$ cat src/rtl/fp_mul_iter.sv
// Iterative shift-add floating-point multiplier with generic exponent/mantissa widths.
// Define FP_MUL_RNE_EN for round-to-nearest-even; otherwise results are truncated.
module fp_mul_iter #(
  parameter int EXP_W = 8,
  parameter int MAN_W = 23,
  localparam int W = 1 + EXP_W + MAN_W
) (
  input  logic         clk,
  input  logic         reset,
  input  logic         start,
  input  logic [W-1:0] reg_1,
  input  logic [W-1:0] reg_2,
  output logic         busy,
  output logic         done,
  output logic [W-1:0] result,
  output logic [3:0]   flags
);

  localparam int SW = MAN_W + 1;
  localparam int PW = 2 * SW;
  localparam int XW = EXP_W + 2;
  localparam int CW = (SW > 1) ? $clog2(SW) : 1;

  localparam logic signed [XW-1:0] BIAS    = XW'((1 << (EXP_W - 1)) - 1);
  localparam logic signed [XW-1:0] EXP_TOP = XW'((1 << EXP_W) - 1);
  localparam logic [W-1:0]         QNAN    = {1'b0, {EXP_W{1'b1}}, 1'b1, {(MAN_W-1){1'b0}}};

  typedef enum logic [2:0] {
    S_IDLE,
    S_UNPACK,
    S_MUL,
    S_NORM,
    S_ROUND,
    S_DONE
  } state_t;

  state_t state, state_n;

  logic [W-1:0]          op_a, op_b;
  logic                  sign_q;
  logic signed [XW-1:0]  exp_q;
  logic [PW-1:0]         mcand_q;
  logic [SW-1:0]         mplier_q;
  logic [PW-1:0]         acc_q;
  logic [CW-1:0]         cnt_q;
  logic [MAN_W-1:0]      mant_q;
  logic                  guard_q;
  logic                  sticky_q;

  logic                  load;
  logic [W-1:0]          res_n;
  logic [3:0]            flags_n;

  // Operand field decode
  logic [EXP_W-1:0] ea, eb;
  logic [MAN_W-1:0] ma, mb;
  logic             sign_n;
  logic             a_zero, b_zero, a_inf, b_inf, a_nan, b_nan, a_snan, b_snan;
  logic             special;
  logic [W-1:0]     spec_res;
  logic [3:0]       spec_flags;
  logic signed [XW-1:0] exp_sum;

  assign ea     = op_a[W-2 -: EXP_W];
  assign eb     = op_b[W-2 -: EXP_W];
  assign ma     = op_a[MAN_W-1:0];
  assign mb     = op_b[MAN_W-1:0];
  assign sign_n = op_a[W-1] ^ op_b[W-1];

  // Subnormals (exp == 0) are treated as zero regardless of mantissa
  assign a_zero = (ea == '0);
  assign b_zero = (eb == '0);
  assign a_inf  = (ea == '1) && (ma == '0);
  assign b_inf  = (eb == '1) && (mb == '0);
  assign a_nan  = (ea == '1) && (ma != '0);
  assign b_nan  = (eb == '1) && (mb != '0);
  assign a_snan = a_nan && !ma[MAN_W-1];
  assign b_snan = b_nan && !mb[MAN_W-1];

  assign special = a_nan | b_nan | a_inf | b_inf | a_zero | b_zero;
  assign exp_sum = $signed({2'b00, ea}) + $signed({2'b00, eb}) - BIAS;

  always_comb begin
    spec_res   = '0;
    spec_flags = '0;
    if (a_nan || b_nan || (a_inf && b_zero) || (b_inf && a_zero)) begin
      spec_res      = QNAN;
      spec_flags[3] = a_snan | b_snan | (a_inf & b_zero) | (b_inf & a_zero);
    end else if (a_inf || b_inf) begin
      spec_res = {sign_n, {EXP_W{1'b1}}, {MAN_W{1'b0}}};
    end else begin
      spec_res = {sign_n, {(W-1){1'b0}}};
    end
  end

  // Rounding and final range check
  logic                 inc;
  logic [MAN_W:0]       mant_sum;
  logic signed [XW-1:0] exp_fin;
  logic                 inexact;
  logic [W-1:0]         rnd_res;
  logic [3:0]           rnd_flags;

`ifdef FP_MUL_RNE_EN
  assign inc = guard_q & (sticky_q | mant_q[0]);
`else
  assign inc = 1'b0;
`endif

  assign mant_sum = {1'b0, mant_q} + {{MAN_W{1'b0}}, inc};
  assign exp_fin  = exp_q + $signed({{(XW-1){1'b0}}, mant_sum[MAN_W]});
  assign inexact  = guard_q | sticky_q;

  always_comb begin
    rnd_res   = '0;
    rnd_flags = '0;
    if (exp_fin >= EXP_TOP) begin
      rnd_res   = {sign_q, {EXP_W{1'b1}}, {MAN_W{1'b0}}};
      rnd_flags = 4'b0101;
    end else if (exp_fin[XW-1] || (exp_fin == '0)) begin
      rnd_res   = {sign_q, {(W-1){1'b0}}};
      rnd_flags = 4'b0011;
    end else begin
      // A rounding carry leaves mant_sum[MAN_W-1:0] all zero, which is the renormalised mantissa
      rnd_res   = {sign_q, exp_fin[EXP_W-1:0], mant_sum[MAN_W-1:0]};
      rnd_flags = {3'b000, inexact};
    end
  end

  always_comb begin
    state_n = state;
    load    = 1'b0;
    res_n   = '0;
    flags_n = '0;
    busy    = (state != S_IDLE);
    done    = (state == S_DONE);
    case (state)
      S_IDLE:   if (start) state_n = S_UNPACK;
      S_UNPACK: begin
        if (special) begin
          state_n = S_DONE;
          load    = 1'b1;
          res_n   = spec_res;
          flags_n = spec_flags;
        end else begin
          state_n = S_MUL;
        end
      end
      S_MUL:    if (cnt_q == CW'(SW - 1)) state_n = S_NORM;
      S_NORM:   state_n = S_ROUND;
      S_ROUND: begin
        state_n = S_DONE;
        load    = 1'b1;
        res_n   = rnd_res;
        flags_n = rnd_flags;
      end
      S_DONE:   state_n = S_IDLE;
      default:  state_n = S_IDLE;
    endcase
  end

  always_ff @(posedge clk) begin
    if (reset) begin
      state    <= S_IDLE;
      op_a     <= '0;
      op_b     <= '0;
      sign_q   <= 1'b0;
      exp_q    <= '0;
      mcand_q  <= '0;
      mplier_q <= '0;
      acc_q    <= '0;
      cnt_q    <= '0;
      mant_q   <= '0;
      guard_q  <= 1'b0;
      sticky_q <= 1'b0;
      result   <= '0;
      flags    <= '0;
    end else begin
      state <= state_n;
      if (load) begin
        result <= res_n;
        flags  <= flags_n;
      end
      case (state)
        S_IDLE: begin
          if (start) begin
            op_a <= reg_1;
            op_b <= reg_2;
          end
        end
        S_UNPACK: begin
          sign_q   <= sign_n;
          exp_q    <= exp_sum;
          mcand_q  <= {{SW{1'b0}}, 1'b1, ma};
          mplier_q <= {1'b1, mb};
          acc_q    <= '0;
          cnt_q    <= '0;
        end
        S_MUL: begin
          if (mplier_q[0]) acc_q <= acc_q + mcand_q;
          mcand_q  <= mcand_q << 1;
          mplier_q <= mplier_q >> 1;
          cnt_q    <= cnt_q + 1'b1;
        end
        S_NORM: begin
          // Product significand is in [1,4); a set MSB means [2,4) and needs one right shift
          if (acc_q[PW-1]) begin
            mant_q   <= acc_q[PW-2 -: MAN_W];
            guard_q  <= acc_q[MAN_W];
            sticky_q <= |acc_q[MAN_W-1:0];
            exp_q    <= exp_q + 1'b1;
          end else begin
            mant_q   <= acc_q[PW-3 -: MAN_W];
            guard_q  <= acc_q[MAN_W-1];
            sticky_q <= |acc_q[MAN_W-2:0];
          end
        end
        default: ;
      endcase
    end
  end

endmodule
$ cat config.mk
export PLATFORM = sky130hd
export DESIGN_NAME = fp_mul_iter
export DESIGN_NICKNAME = d
export VERILOG_FILES = /design/src/rtl/fp_mul_iter.sv
export SDC_FILE = /design/constraint.sdc
export NUM_CORES = 1
export LEC_CHECK = 0
export BUFFER_PORTS_ARGS = -buffer_cell sky130_fd_sc_hd__buf_2
export CAP_MARGIN = 20
export CORE_ASPECT_RATIO = 0.5
export CORE_MARGIN = 8
export CORE_UTILIZATION = 45
export CTS_CLUSTER_SIZE = 20
export DETAILED_ROUTE_END_ITERATION = 8
export GPL_TIMING_DRIVEN = 0
export PLACE_DENSITY = 0.59
export SLEW_MARGIN = 20
export SYNTH_ARGS = -nofsm -noshare
export SYNTH_HDL_FRONTEND = slang
export SYNTH_SLANG_ARGS = --single-unit
$ cat constraint.sdc
create_clock -name clk -period 5 [get_ports clk]
set_input_delay 1 -clock clk [delete_from_list [all_inputs] [get_ports clk]]
set_output_delay 1 -clock clk [all_outputs]
set_load 0.005 [all_outputs]
## Word level (Yosys, flattened, before mapping)

Cells that the tools add are included.

- Logic and storage cells: 103
- Input port bits: 67
- Flip-flop bits (word level): 264

- $add $sub $neg: 5
- Eq/ne operators: 12
- Multiplexer cells: 27
- Reduce and logical (&&, ||, !) cells: 32
- Bitwise gates (word level): 12
- Magnitude comparators: 1

Operators by type and width:

| kind | count |
|---|---|
| 48-bit case mux with 2 select lines | 2 |
| 31-bit 2-to-1 mux | 3 |
| 32-bit 2-to-1 mux | 2 |
| 32-bit case mux with 2 select lines | 1 |
| 48-bit adder | 1 |
| 48-bit 2-to-1 mux | 1 |
| 24-bit case mux with 2 select lines | 1 |
| 23-bit zero test | 2 |
| 23-bit nonzero test | 2 |
| 23-bit 2-to-1 mux | 1 |
| 23-bit OR reduction | 1 |
| 22-bit OR reduction | 1 |
| 10-bit case mux with 2 select lines | 1 |
| 8-bit == test, second input constant | 2 |
| 8-bit zero test | 2 |
| 3-bit case mux with 5 select lines | 1 |
| 3-bit 2-to-1 mux | 4 |
| 10-bit by 1-bit adder with 10-bit output, second input constant | 1 |
| 10-bit by 9-bit greater-or-equal comparator with 1-bit output, second input constant | 1 |
| 10-bit zero test | 1 |
| 10-bit 2-to-1 mux | 1 |
| 5-bit case mux with 2 select lines | 1 |
| 9-bit by 7-bit subtractor with 10-bit output, second input constant | 1 |
| 8-bit by 8-bit adder with 9-bit output | 1 |
| 21 further kinds | 54 |

## Depth between registers and ports, before layout

- Depth after elaboration: 9
- Mapped depth: 14
- Depth with buffers taken out: 14

## Least setup slack after synthesis

OpenSTA, ideal clock, no wires.

- Kind: register to register
- Start point: register mcand_q[0]
- End point: register acc_q[42]
- Arrival: 2.650 ns
- Path slack: 2.233 ns
- Stages on the path, launching flop included: 14
- Path buffers: 0
- Cell sequence: dfxtp_1 > ha_1 > inv_1 > fa_1 > nor2b_1 > o31ai_2 > a21oi_2 > a211o_4 > a31oi_4 > o31a_4 > o211ai_2 > a31oi_1 > xnor2_1 > a22o_1

- Word-level cells in the longest chain between the ends: 3

RTL lines:

| element | line | source |
|---|---|---|
| start: declaration | 42 | `logic [PW-1:0] mcand_q;` |
| start signal: assignment | 194 | `mcand_q <= {{SW{1'b0}}, 1'b1, ma};` |
| start signal: assignment | 201 | `mcand_q <= mcand_q << 1;` |
| 48-bit adder | 200 | `if (mplier_q[0]) acc_q <= acc_q + mcand_q;` |
| 48-bit 2-to-1 mux | 200 |  |
| 48-bit case mux with 2 select lines | 184 | `case (state)` |
| end signal: assignment | 200 |  |
| end: declaration | 44 | `logic [PW-1:0] acc_q;` |

No other way between the ends. The select of a mux whose other input is x is not followed.
A chain may end at the register's enable or synchronous reset.

## Worst setup path after layout

- Start point: register state[1]
- End point: register acc_q[45]

- Word-level cells in the longest chain between the ends: 3
- Elaborated cells between the ends (all ways): 6
- Classes of those cells: eq/ne (3); mux (1); reduce/logical (2)

RTL lines:

| element | line | source |
|---|---|---|
| start: declaration | 37 | `state_t state, state_n;` |
| start signal: assignment | 179 | `state <= state_n;` |
| 3-bit by 2-bit == test with 1-bit output or 3-bit by 1-bit == test with 1-bit output (tied branches) | 184 |  |
| 2-bit inequality test (no line) or 2-bit nonzero test (tied branches) | -- |  |
| 2-bit AND reduction (no line) | -- |  |

Parallel ways exist; a longest one is shown, timed or not.

==> key figures <==
Global routing
  – Largest net degree at the start of global routing: 16
  – Vias in the first global route: 11600
  – Overflow after GRT: 0
  – Antenna violations before repair: 0
  – Wire length of the first global-routing pass: 61.1 mm
  – GRT Total Usage: 0.212

Clock network
  – TritonCTS Buffers: 25
  – PostCTS Resize Cnt: 0
  – Post-CTS Hold Buffers: 0
  – Number of setup buffers added after CTS: 0
  – CTS clk-pin slew, worst paths: 0.07 ns
  – Clk buf depth: 3
  – CTS H-Tree Depth: 1
  – Worst-Skew Late Latency: 0.54 ns
  – TritonCTS clock tree: done
  – Root Driver: clkbuf_16
  – Clk sinks: 264

Worst hold path
  – Hold wc startpoint: mplier_q[3]$_SDFFE_PP0P_
  – Class of the worst hold path: flip-flop to flip-flop
  – Hold Crit Endpoint: mplier_q[3]$_SDFFE_PP0P_
  – Hold depth: 2

Synth
  – Mapped Avg Cell Area: 8.26 um^2
  – Top cell type's share of synthesized area: 0.410
  – Post-synth top flop: dfxtp_1
  – Post-synth EDFFs: 0
  – Synth async-reset ratio: 0
  – Post-synth top area cell: dfxtp_1
  – Top cells by area, synth: dfxtp_1 41%, a21oi_1 7.6%, nand2_1 7.4%
  – Mapped Nets: 1696
  – Most frequent cell after synthesis: dfxtp_1
  – Syn Std Cell Area: 0.0129 mm^2
  – Yosys reg bits: 264
  – Synth cell types: 68
  – Synth Warn #: 0
  – Post-synth top cells: 264 x dfxtp_1, 253 x nand2_1, 196 x a21oi_1
  – Post-Syn Instances: 1562
  – Sequential share of the synthesized area: 0.410

Placement
  – DP HPWL: 29.0 mm
  – Port bufs: 104
  – RePlAce Congestion: 0.872

Finish
  – Fin nets: 1828
  – Reg area: 0.00529 mm^2
  – Share of cells above drive strength 1: 0.101
  – Synth-to-Final Area Change: 13.9%
  – Fillers: 2754
  – Area of the multi-input gates: 0.00714 mm^2
  – # diodes: 0

Drt
  – Drt wl/cell: 18.2 um
  – Detailed-route DRC error count: 0
  – Final wirelength: 38.0 mm
  – Number of detailed-route iterations in the first pass: 5
  – Vias per cell: 5.64
  – Via count of the routed design: 11800
  – Initial DRC count: 685
  – Antenna viol nets, final: 0

Setup path
  – RR Endpoint: acc_q[45]$_SDFFE_PP0P_
  – Reg-to-reg slack, setup: 1.59 ns
  – Crit Path Max Fanout: 10
  – Max incr delay on CP: 0.64 ns
  – CP max stage cell: nor3_1
  – CP Cell Sequence: buf_2, inv_1, nor3_1, nand2_1, nor2_1, clkbuf_1, clkbuf_1, nand3b_1, nand2_1
  – Critical Path AT: 3.90 ns
  – Setup CP Type: flip-flop to flip-flop
  – R2R Path Start: state[1]$_SDFFE_PP0P_
  – CP Data Required Time: 5.49 ns
  – Worst Setup Start Kind: flip-flop
  – Worst reg-to-reg path cell count: 9
  – Critical Path Sink Type: flip-flop

Pwr
  – Static Leak: 5.74 nW
  – Combinational share of power: 0.246
  – Clock Power Share: 0.324
  – Sw Ratio: 0.352
  – Internal power: 3.76 mW
  – Switching Power: 2.04 mW
  – Flop pwr share: 0.430
  – Worst IR Drop VDD: 0.288 mV
  – Power per cell area: 395 mW/mm^2

Floorplanning
  – I/O pin total: 105
  – Die width: 255 um
  – Core area: 0.0279 mm^2
  – Die area: 0.0347 mm^2
  – Height of the die: 136 um
  – Initial Util: 0.462
  – Core Rows: 43

STA
  – WHS: 0.457 ns
  – Total negative slack: 0 ns
  – Fin. Hold Viols: 0
  – Final Setup Violations: 0
  – RSZ-0062 raised after global routing: false
  – FMAX: 293 MHz
  – Clk_skew: 0.0191 ns
  – Fin crit period: 3.41 ns
  – Rel. slew slack: 0.346
  – Actual slew at the worst max-slew pin: 0.977 ns
  – Final slew viol count: 0
  – Final worst-path cycle share: 0.683

Outcome
  – Status: finished clean

Flow run
  – MaxCap Viol Count: 0
## layer usage
metal	routed length [um]	part of all wire	vias up	track usage
met4	775	0.020	0	0.0510
met3	1830	0.048	42	0.0376
met5	0	0	-	0
li1	-	-	5884	-
met2	16600	0.44	250	0.337
met1	18800	0.49	5618	0.296
## stage by stage
stage	cell area (um^2)	power (mW)	utilization	setup WS (ns)	std cells
floorplan	12900	3.43	-	2.23	1562
global placement	13900	3.91	0.498	1.50	2048
detailed placement	13900	3.94	0.498	1.48	2048
CTS	14700	5.81	0.526	1.48	2091
global route	14700	6.13	0.526	1.28	2092
finish	14700	5.80	0.526	1.59	2092
## cells by family (layout without fill, tap and decap cells)
family,Yosys count,count (layout),share of synthesized area
buffers and inverters,127,275,0.0378
adder cells (fa/ha/maj),67,67,0.0661
AND/OR/NAND/NOR,527,527,0.178
flip-flops,264,264,0.410
multiplexers,25,25,0.0194
AO/OA/AOI/OAI,504,504,0.256
XOR/XNOR,48,48,0.0326
## power by group through the flow
stage / registers (mW) / clock network [mW] / logic (mW)
4_1_cts: 2.49 / 1.91 / 1.42
6_report: 2.49 / 1.88 / 1.43
3_3_place_gp: 2.53 / 0 / 1.38
2_1_floorplan: 2.46 / 0 / 0.971
5_1_grt: 2.52 / 2.00 / 1.61
3_5_place_dp: 2.54 / 0 / 1.41
## critical path: cells and delay by family, from the launching register on
family	cells	cell delay, ns
and+or+nand+nor	5	1.67
DFF	1	0.31
buffers and inverters	4	1.37
## sequential cells by signal, summed over array words and instances, names as in the netlist
| signal | flops |
|---|---|
| mplier_q | 24 |
| cnt_q | 5 |
| op_b | 32 |
| acc_q | 48 |
| state | 3 |
| mcand_q | 48 |
| op_a | 32 |
| result | 32 |
| mant_q | 23 |
| sign_q | 1 |
| sticky_q | 1 |
| exp_q | 10 |
| flags | 4 |
| guard_q | 1 |
## cell type report
type,count,share of cell area
sequential,264,0.360
timing repair buffer,105,0.0359
inverter,22,0.00562
clock buffer,32,0.0471
buffer,105,0.0276
clock inverter,11,0.00630
tap,382,0.0325
multi-input combinational,1171,0.485
## worst max-delay path by stage
| stage | start | end | slack (ns) | cells after the start |
|---|---|---|---|---|
| floorplan | mcand_q[0]$_SDFFE_PP0P_ | acc_q[42]$_SDFFE_PP0P_ | 2.23 | 13 |
| global placement | state[1]$_SDFFE_PP0P_ | mcand_q[22]$_SDFFE_PP0P_ | 1.50 | 8 |
| detailed placement | state[1]$_SDFFE_PP0P_ | mcand_q[32]$_SDFFE_PP0P_ | 1.48 | 8 |
| CTS | state[1]$_SDFFE_PP0P_ | mcand_q[32]$_SDFFE_PP0P_ | 1.48 | 8 |
| global route | state[1]$_SDFFE_PP0P_ | acc_q[45]$_SDFFE_PP0P_ | 1.28 | 9 |
| finish | state[1]$_SDFFE_PP0P_ | acc_q[45]$_SDFFE_PP0P_ | 1.59 | 9 |
## layout by cell type, fill, tap and decap left out, drive strengths merged, types with 6 or more instances in the layout
master and instances:
a22oi 96, nand4 18, a22o 25, a211oi 40
clkbuf 124, o21bai 7, o21a 7, a21o 29
nor2 132, and3 12, o22ai 6, dfxtp 264
nor2b 7, nor3 15, a31oi 20, mux2i 25
xnor2 32, buf 118, ha 65, nor4 22
nand3 40, o21ai 50, a21oi 198, nand2 253
inv 22, xor2 16, clkinv 8
No activity file was read; power rests on OpenSTA's default activity.
